===== config.mk =====
export PLATFORM = sky130hd
export DESIGN_NAME = spike_aer_encoder
export DESIGN_NICKNAME = d
export VERILOG_FILES = /design/src/rtl/spike_aer_encoder.sv
export SDC_FILE = /design/constraint.sdc
export NUM_CORES = 1
export LEC_CHECK = 0
export BUFFER_PORTS_ARGS = -buffer_cell sky130_fd_sc_hd__buf_4
export CAP_MARGIN = 20
export CORE_UTILIZATION = 50
export DETAILED_ROUTE_END_ITERATION = 7
export PLACE_DENSITY_LB_ADDON = 0.08
export SLEW_MARGIN = 30
export SYNTH_ARGS = -nofsm -noshare
export SYNTH_HDL_FRONTEND = slang
export SYNTH_SLANG_ARGS = --single-unit

===== constraint.sdc =====
create_clock -name clk -period 11.2 [get_ports clk]
set_input_delay 2.24 -clock clk [delete_from_list [all_inputs] [get_ports clk]]
set_output_delay 2.24 -clock clk [all_outputs]
set_load 0.01 [all_outputs]

===== src/rtl/spike_aer_encoder.sv =====
// Address-event encoder: collects one-cycle neuron fire pulses and emits them one index per handshake, lowest index first.
// Optional macro AER_TIMESTAMP_EN adds a timestep counter and the aer_ts output.
module spike_aer_encoder #(
    parameter int unsigned NUM_NEURONS = 16,
    parameter int unsigned ADDR_W      = 4,
    parameter int unsigned TS_W        = 16
) (
    input  logic                   clk,
    input  logic                   rst_n,
    input  logic [NUM_NEURONS-1:0] fire_vec,
    input  logic                   timestep_tick,
    output logic                   aer_valid,
    input  logic                   aer_ready,
    output logic [ADDR_W-1:0]      aer_addr,
`ifdef AER_TIMESTAMP_EN
    output logic [TS_W-1:0]        aer_ts,
`endif
    output logic [7:0]             drop_count,
    output logic                   overflow,
    output logic                   busy
);

    localparam int unsigned CNT_W = $clog2(NUM_NEURONS + 1);
    localparam int unsigned SUM_W = ((CNT_W > 8) ? CNT_W : 8) + 1;

    typedef enum logic {
        IDLE = 1'b0,
        EMIT = 1'b1
    } state_t;

    state_t                 state_q, state_d;
    logic [NUM_NEURONS-1:0] pending_q, pending_d;
    logic [NUM_NEURONS-1:0] low_oh, clear_oh, drop_vec;
    logic [ADDR_W-1:0]      low_idx;
    logic                   load;
    logic [CNT_W-1:0]       drop_num;
    logic [SUM_W-1:0]       drop_sum;

    // Isolate the lowest pending bit and encode its index.
    always_comb begin
        low_oh  = pending_q & (~pending_q + NUM_NEURONS'(1));
        low_idx = '0;
        for (int unsigned i = 0; i < NUM_NEURONS; i++) begin
            if (low_oh[i]) begin
                low_idx = ADDR_W'(i);
            end
        end
    end

    always_comb begin
        state_d = state_q;
        load    = 1'b0;
        case (state_q)
            IDLE: begin
                if (pending_q != '0) begin
                    load    = 1'b1;
                    state_d = EMIT;
                end
            end
            EMIT: begin
                if (aer_ready) begin
                    if (pending_q != '0) begin
                        load = 1'b1;
                    end else begin
                        state_d = IDLE;
                    end
                end
            end
            default: state_d = IDLE;
        endcase
    end

    // A spike on a bit being loaded this cycle re-arms it; on any other pending bit it is lost.
    always_comb begin
        clear_oh  = load ? low_oh : '0;
        drop_vec  = fire_vec & pending_q & ~clear_oh;
        pending_d = (pending_q & ~clear_oh) | fire_vec;
        drop_num  = '0;
        for (int unsigned i = 0; i < NUM_NEURONS; i++) begin
            drop_num = drop_num + CNT_W'(drop_vec[i]);
        end
        drop_sum = SUM_W'(drop_count) + SUM_W'(drop_num);
    end

    always_ff @(posedge clk or negedge rst_n) begin
        if (!rst_n) begin
            state_q    <= IDLE;
            pending_q  <= '0;
            aer_addr   <= '0;
            drop_count <= '0;
            overflow   <= 1'b0;
        end else begin
            state_q   <= state_d;
            pending_q <= pending_d;
            if (load) begin
                aer_addr <= low_idx;
            end
            if (drop_sum > SUM_W'(255)) begin
                drop_count <= 8'hFF;
            end else begin
                drop_count <= drop_sum[7:0];
            end
            if (drop_vec != '0) begin
                overflow <= 1'b1;
            end
        end
    end

`ifdef AER_TIMESTAMP_EN
    logic [TS_W-1:0] ts_cnt_q;

    // The stamp is the count before any tick arriving in the load cycle.
    always_ff @(posedge clk or negedge rst_n) begin
        if (!rst_n) begin
            ts_cnt_q <= '0;
            aer_ts   <= '0;
        end else begin
            if (timestep_tick) begin
                ts_cnt_q <= ts_cnt_q + TS_W'(1);
            end
            if (load) begin
                aer_ts <= ts_cnt_q;
            end
        end
    end
`else
    logic [TS_W-1:0] unused_ts;
    assign unused_ts = {TS_W{timestep_tick}};
`endif

    assign aer_valid = (state_q == EMIT);
    assign busy      = (pending_q != '0) | aer_valid;

endmodule

* After elaboration in Yosys (flattened, before gate mapping)
Cells that the tools add are included.
** Cells by class
- Add/sub/neg operators :: 17
- Bitwise operators :: 9
- Div/mod/pow operators :: 0
- Shift operators :: 0
- Magnitude comparators :: 1
- Eq/ne operators :: 0
- Multipliers :: 0
- Muxes and demuxes :: 22
- Reduce and logical (&&, ||, !) cells :: 2
** Operator list (number)
- $and 16x16->16 :: 4
- $add 5x1->5 :: 11
- $mux 4 :: 12
- $not 16->16 :: 2
- $reduce_bool 16->1 :: 2
- $add 16x1->16 const B :: 1
- $mux 16 :: 1
- $or 16x16->16 :: 1
- $add 8x5->9 :: 1
- $gt 9x8->1 const B :: 1
- $mux 8 :: 1
- $add 4x1->5 :: 1
- $add 3x1->4 :: 1
- $mux 1 :: 4
- $mux 2 :: 2
- $pmux 1 s2 :: 2
- $add 2x1->3 :: 1
- $add 1x1->2 :: 1
- $not 1->1 :: 1
- $or 1x1->1 :: 1
** Storage, ports and cells
- Register bits after elaboration :: 30
- Bits in latches :: 0
- Input port bits :: 20
- Memory bits (writable) :: 0
- Memories :: 0
- Bits in read-only memories :: 0
- Word-level logic and storage cells :: 56

* Longest topological paths before layout
- Word-level depth :: 25
- Mapped depth :: 22
- Gate-level depth less buffers :: 20

* Least setup slack after synthesis
No wires, ideal clock.
- Path type :: in2reg
- From :: input port aer_ready
- To :: register drop_count[5]
- Setup time :: 0.125 ns
- Required time :: 11.075 ns
- Arrival :: 6.499 ns
- Slack :: 4.576 ns
- Cell stages on the path :: 19
- Cell sequence :: nor2b_1 > buf_6 > a21oi_2 > nor2_1 > fa_1 > inv_1 > fa_1 > fa_1 > inv_1 > fa_1 > fa_1 > inv_1 > fa_1 > nor2b_1 > o21ai_1 > a21boi_0 > o21ai_1 > nand2_1 > mux2_2
** Between the ends
- Longest elaborated chain between the ends :: 23
** Ends and longest elaborated chain
- start: declaration :: RTL line 13 : input logic aer_ready,
- $mux 1 * :: RTL line 61 : if (aer_ready) begin
- $pmux 1 s2 * :: RTL line 53 : case (state_q)
- $mux 16 * :: RTL line 75 : clear_oh = load ? low_oh : '0;
- $not 16->16 * :: RTL line 76 : drop_vec = fire_vec & pending_q & ~clear_oh;
- $and 16x16->16 * :: RTL line 76
- $add 1x1->2 :: RTL line 80 : drop_num = drop_num + CNT_W'(drop_vec[i]);
- $add 2x1->3 :: RTL line 80
- $add 3x1->4 :: RTL line 80
- $add 4x1->5 :: RTL line 80
- $add 5x1->5 (10 in series) :: RTL line 80
- $add 5x1->5 * :: RTL line 80
- $add 8x5->9 * :: RTL line 82 : drop_sum = SUM_W'(drop_count) + SUM_W'(drop_num);
- $gt 9x8->1 :: RTL line 98 : if (drop_sum > SUM_W'(255)) begin
- $mux 8 * :: RTL line 98
- end signal: assignment :: RTL line 101 : drop_count <= drop_sum[7:0];
- end: declaration :: RTL line 18 : output logic [7:0] drop_count,
Every way passes the cells marked *; elsewhere a longest branch is shown, timed or not.
A chain may end at the register's enable or synchronous reset.

* Worst setup path in the final report
Ends and elaborated chain as after synthesis.

==> flow_metrics.py <==
metrics = {
    "finish": {
        "final_cells": 302,
        "diodes": 0,
        "layout.nets": 291,
        "drive_gt1_share_pct": 23.4,
        "syn2layout_area_growth_pct": 15.2,
    },
    "clock_network": {
        "tritoncts.num_buffers": 5,
        "insertion_delay_ns": 0.28,
        "clk_pin_slew_ns": 0.06,
        "cts_setup_buffers": 0,
        "cts_resized": 0,
        "htree_num_levels": 2,
        "cts_tree": "done",
        "cts_hold_buffers": 0,
        "numClockSinks": 30,
        "clock-root-buffer": "clkbuf_8",
        "cts_buffer_depth": 2,
    },
    "place": {
        "place_congestion": 0.847,
        "numPortBuffers": 33,
        "dp_cells": 294,
        "dp_hpwl_um": 3610,
    },
    "pwr": {
        "max-vdd-ir-drop_v": 0.000203,
        "p_leak_nw": 1.05,
        "total_power_w": 0.000547,
        "power_density_nw_per_um2": 221,
    },
    "critical_path": {
        "path_cells": "buf_4, nor2b_1, nor3_4, nand4_1, nand3_1, fa_1, inv_1, fa_1, inv_1, fa_1, inv_1, fa_1, fa_1, inv_1, fa_1, nor2b_1, o21ai_1, a21boi_0, o21ai_1, nand2_1, mux2_2",
        "critPathTopFamily": "adder cells",
        "required_ns": 11.37,
        "crit_type": "primary input to flip-flop",
        "crit_path_start_kind": "primary input",
        "worstSetupEndpointType": "flip-flop",
        "cp_common_cell": "fa_1",
        "cp_slowest_cell": "nor2b_1",
        "max_stage_delay_ns": 0.54,
        "critPathMaxFanout": 7,
        "path_buf_inv": 5,
        "crit_arrival_ns": 7.30,
    },
    "drt": {
        "drc": 0,
        "first_iter_violations": 128,
        "dr.pass1.iters": 4,
        "antenna_left": 0,
        "wirelength_um": 4620,
        "wl_per_cell_um": 15.3,
        "met3_length_um": 295,
        "vias": 1741,
        "routed.top_layer": "met4",
        "via_per_inst": 5.76,
        "dr_wl_met2_um": 2140,
        "wl_met1_um": 2110,
    },
    "die": {
        "die_y_um": 67.5,
        "start_util_pct": 52.9,
        "pin_count": 35,
        "num_rows": 23,
        "core_area_um2": 4060,
        "die_w_um": 67.5,
        "die_area_um2": 4560,
    },
    "synth": {
        "synth_edf_count": 0,
        "syn_area_per_cell_um2": 9.85,
        "yosysWarnings": 0,
        "syn_area_um2": 2150,
        "syn_inst": 218,
        "synth-async-reset-ratio_pct": 100,
        "synth_area_leaders": "dfrtp_1 35%, fa_1 11%, ha_1 4.7%",
        "netlist_top_cells_count": "30 x dfrtp_1, 21 x inv_1, 17 x nor2_1, 14 x nand2_1, 12 x fa_1",
        "synth_seq_cells": 30,
        "synth_nets": 258,
        "synth_top_cell_by_area": "dfrtp_1",
        "ys_types": 56,
        "synth_most_common_cell": "dfrtp_1",
        "netlist.area_leader.share_pct": 35.0,
        "synth_flop_cell": "dfrtp_1",
        "synth_seq_area_share_pct": 35.0,
    },
    "grt": {
        "overflow": 0,
        "grt_usage_pct": 23.5,
        "antenna_found_initial": 0,
        "grt_max_degree": 31,
        "grt_pass1_vias": 1650,
        "grt_first_pass_wirelength_um": 7710,
    },
    "timing": {
        "rsz0062_at_grt": "no",
        "slew_headroom_pct": 53.2,
        "max_clock_freq_mhz": 140,
        "skew_ns": 0.00248,
        "period_share_pct": 63.6,
        "worst_slew_pin_slew_ns": 0.701,
        "fin_crit_ns": 7.13,
        "hold_viol": 0,
        "setup_tns_ns": 0,
        "drv_slew": 0,
        "setup_viol": 0,
    },
    "flow_run": {
        "cap_violations": 0,
    },
    "hold_path": {
        "hold_class": "flip-flop to flip-flop",
    },
    "run_status": {
        "outcome": "complete, no violations",
    },
}
-- final timing paths --
check | slack, ns | start | cells after the start | to
setup / recovery | 4.07 | aer_ready | 21 | drop_count[5]
hold / removal | 0.49 | aer_addr[3] | 2 | aer_addr[3]
setup reg to reg | 5.27 | pending_q[5] | 19 | drop_count[5]
hold reg to reg | 0.49 | aer_addr[3] | 2 | aer_addr[3]
max in group asynchronous | 9.04 | rst_n | 1 | drop_count[6]
min in group asynchronous | 1.88 | rst_n | 1 | pending_q[14]
-- worst reg2reg max path, cell delays in order (launching register included) --
cell,delay [ns]
dfrtp_1,0.49
or3_1,0.52
nor4_4,0.49
a21oi_2,0.23
a21oi_1,0.24
fa_1,0.44
inv_1,0.11
fa_1,0.42
fa_1,0.54
inv_1,0.05
fa_1,0.50
fa_1,0.45
inv_1,0.08
fa_1,0.17
nor2b_1,0.05
o21ai_1,0.15
a21boi_0,0.18
o21ai_1,0.35
nand2_1,0.09
mux2_2,0.26
-- cell type report --
type | count | area, um^2
fillers | 354 | 1580
multi-input cells | 159 | 1240
flip-flops and latches | 30 | 751
repair buffers | 33 | 248
clock buffers | 7 | 86.3
inverters | 22 | 82.6
well taps | 50 | 62.6
clock inverters | 1 | 5.00
-- registers in the layout, summed over array words and instances (netlist names) --
register and cells:
overflow 1, aer_valid 1, drop_count 8, aer_addr 4, pending_q 16
-- layout by cell type, fill, tap and decap left out, types with 2 or more instances in the layout --
master and count:
o21ai_1 7, nor2_1 17, fa_1 12, inv_1 21, a21o_1 11, a31oi_1 6, nand2_1 14, buf_4 33
o211ai_1 2, nor2_2 2, nor3_1 2, or3_1 4, o31ai_1 3, and3_1 2, nor2b_1 3, nand3_1 7
nand2b_1 9, mux2_2 2, ha_1 8, a21oi_1 6, nand4_1 2, clkbuf_8 6, o21ai_0 8, nand4b_1 2
dfrtp_1 30
-- kinds of logic (layout without fill, tap and decap cells) --
| family | count (synthesis) | count (layout) | synth area share (%) |
|---|---|---|---|
| fa+ha+maj | 20 | 20 | 15.9 |
| simple gates | 76 | 76 | 20.7 |
| compound gates | 60 | 60 | 19.6 |
| flops | 30 | 30 | 35.0 |
| mux | 2 | 2 | 1.05 |
| xor+xnor | 1 | 1 | 0.408 |
| buf+inv | 29 | 63 | 7.34 |
-- per-stage QoR --
stage | cell area, um^2 | setup WS [ns] | utilization (%) | hold WS, ns
2_1_floorplan | 2150 | 4.58 | - | 0.486
3_3_place_gp | 2380 | 3.76 | 58.7 | 0.472
3_5_place_dp | 2380 | 3.78 | 58.7 | 0.471
4_1_cts | 2470 | 4.07 | 61.0 | 0.489
5_1_grt | 2470 | 3.66 | 61.0 | 0.525
6_report | 2470 | 4.07 | 61.0 | 0.489
-- routing by layer --
metal / up-vias / track usage (%)
li1: 842 / -
met1: 838 / 30.9
met2: 55 / 36.1
met3: 6 / 7.43
met4: 0 / 8.51
met5: - / 0
-- report_power, final --
| group | internal [W] | switching (W) | total, W |
|---|---|---|---|
| Sequential | 0.000130 | 0.0000139 | 0.000144 |
| Clock | 0.0000495 | 0.0000412 | 0.0000907 |
| Combinational | 0.000147 | 0.000165 | 0.000312 |
| Total | 0.000327 | 0.000220 | 0.000547 |
(Power assumes the default switching activity.)
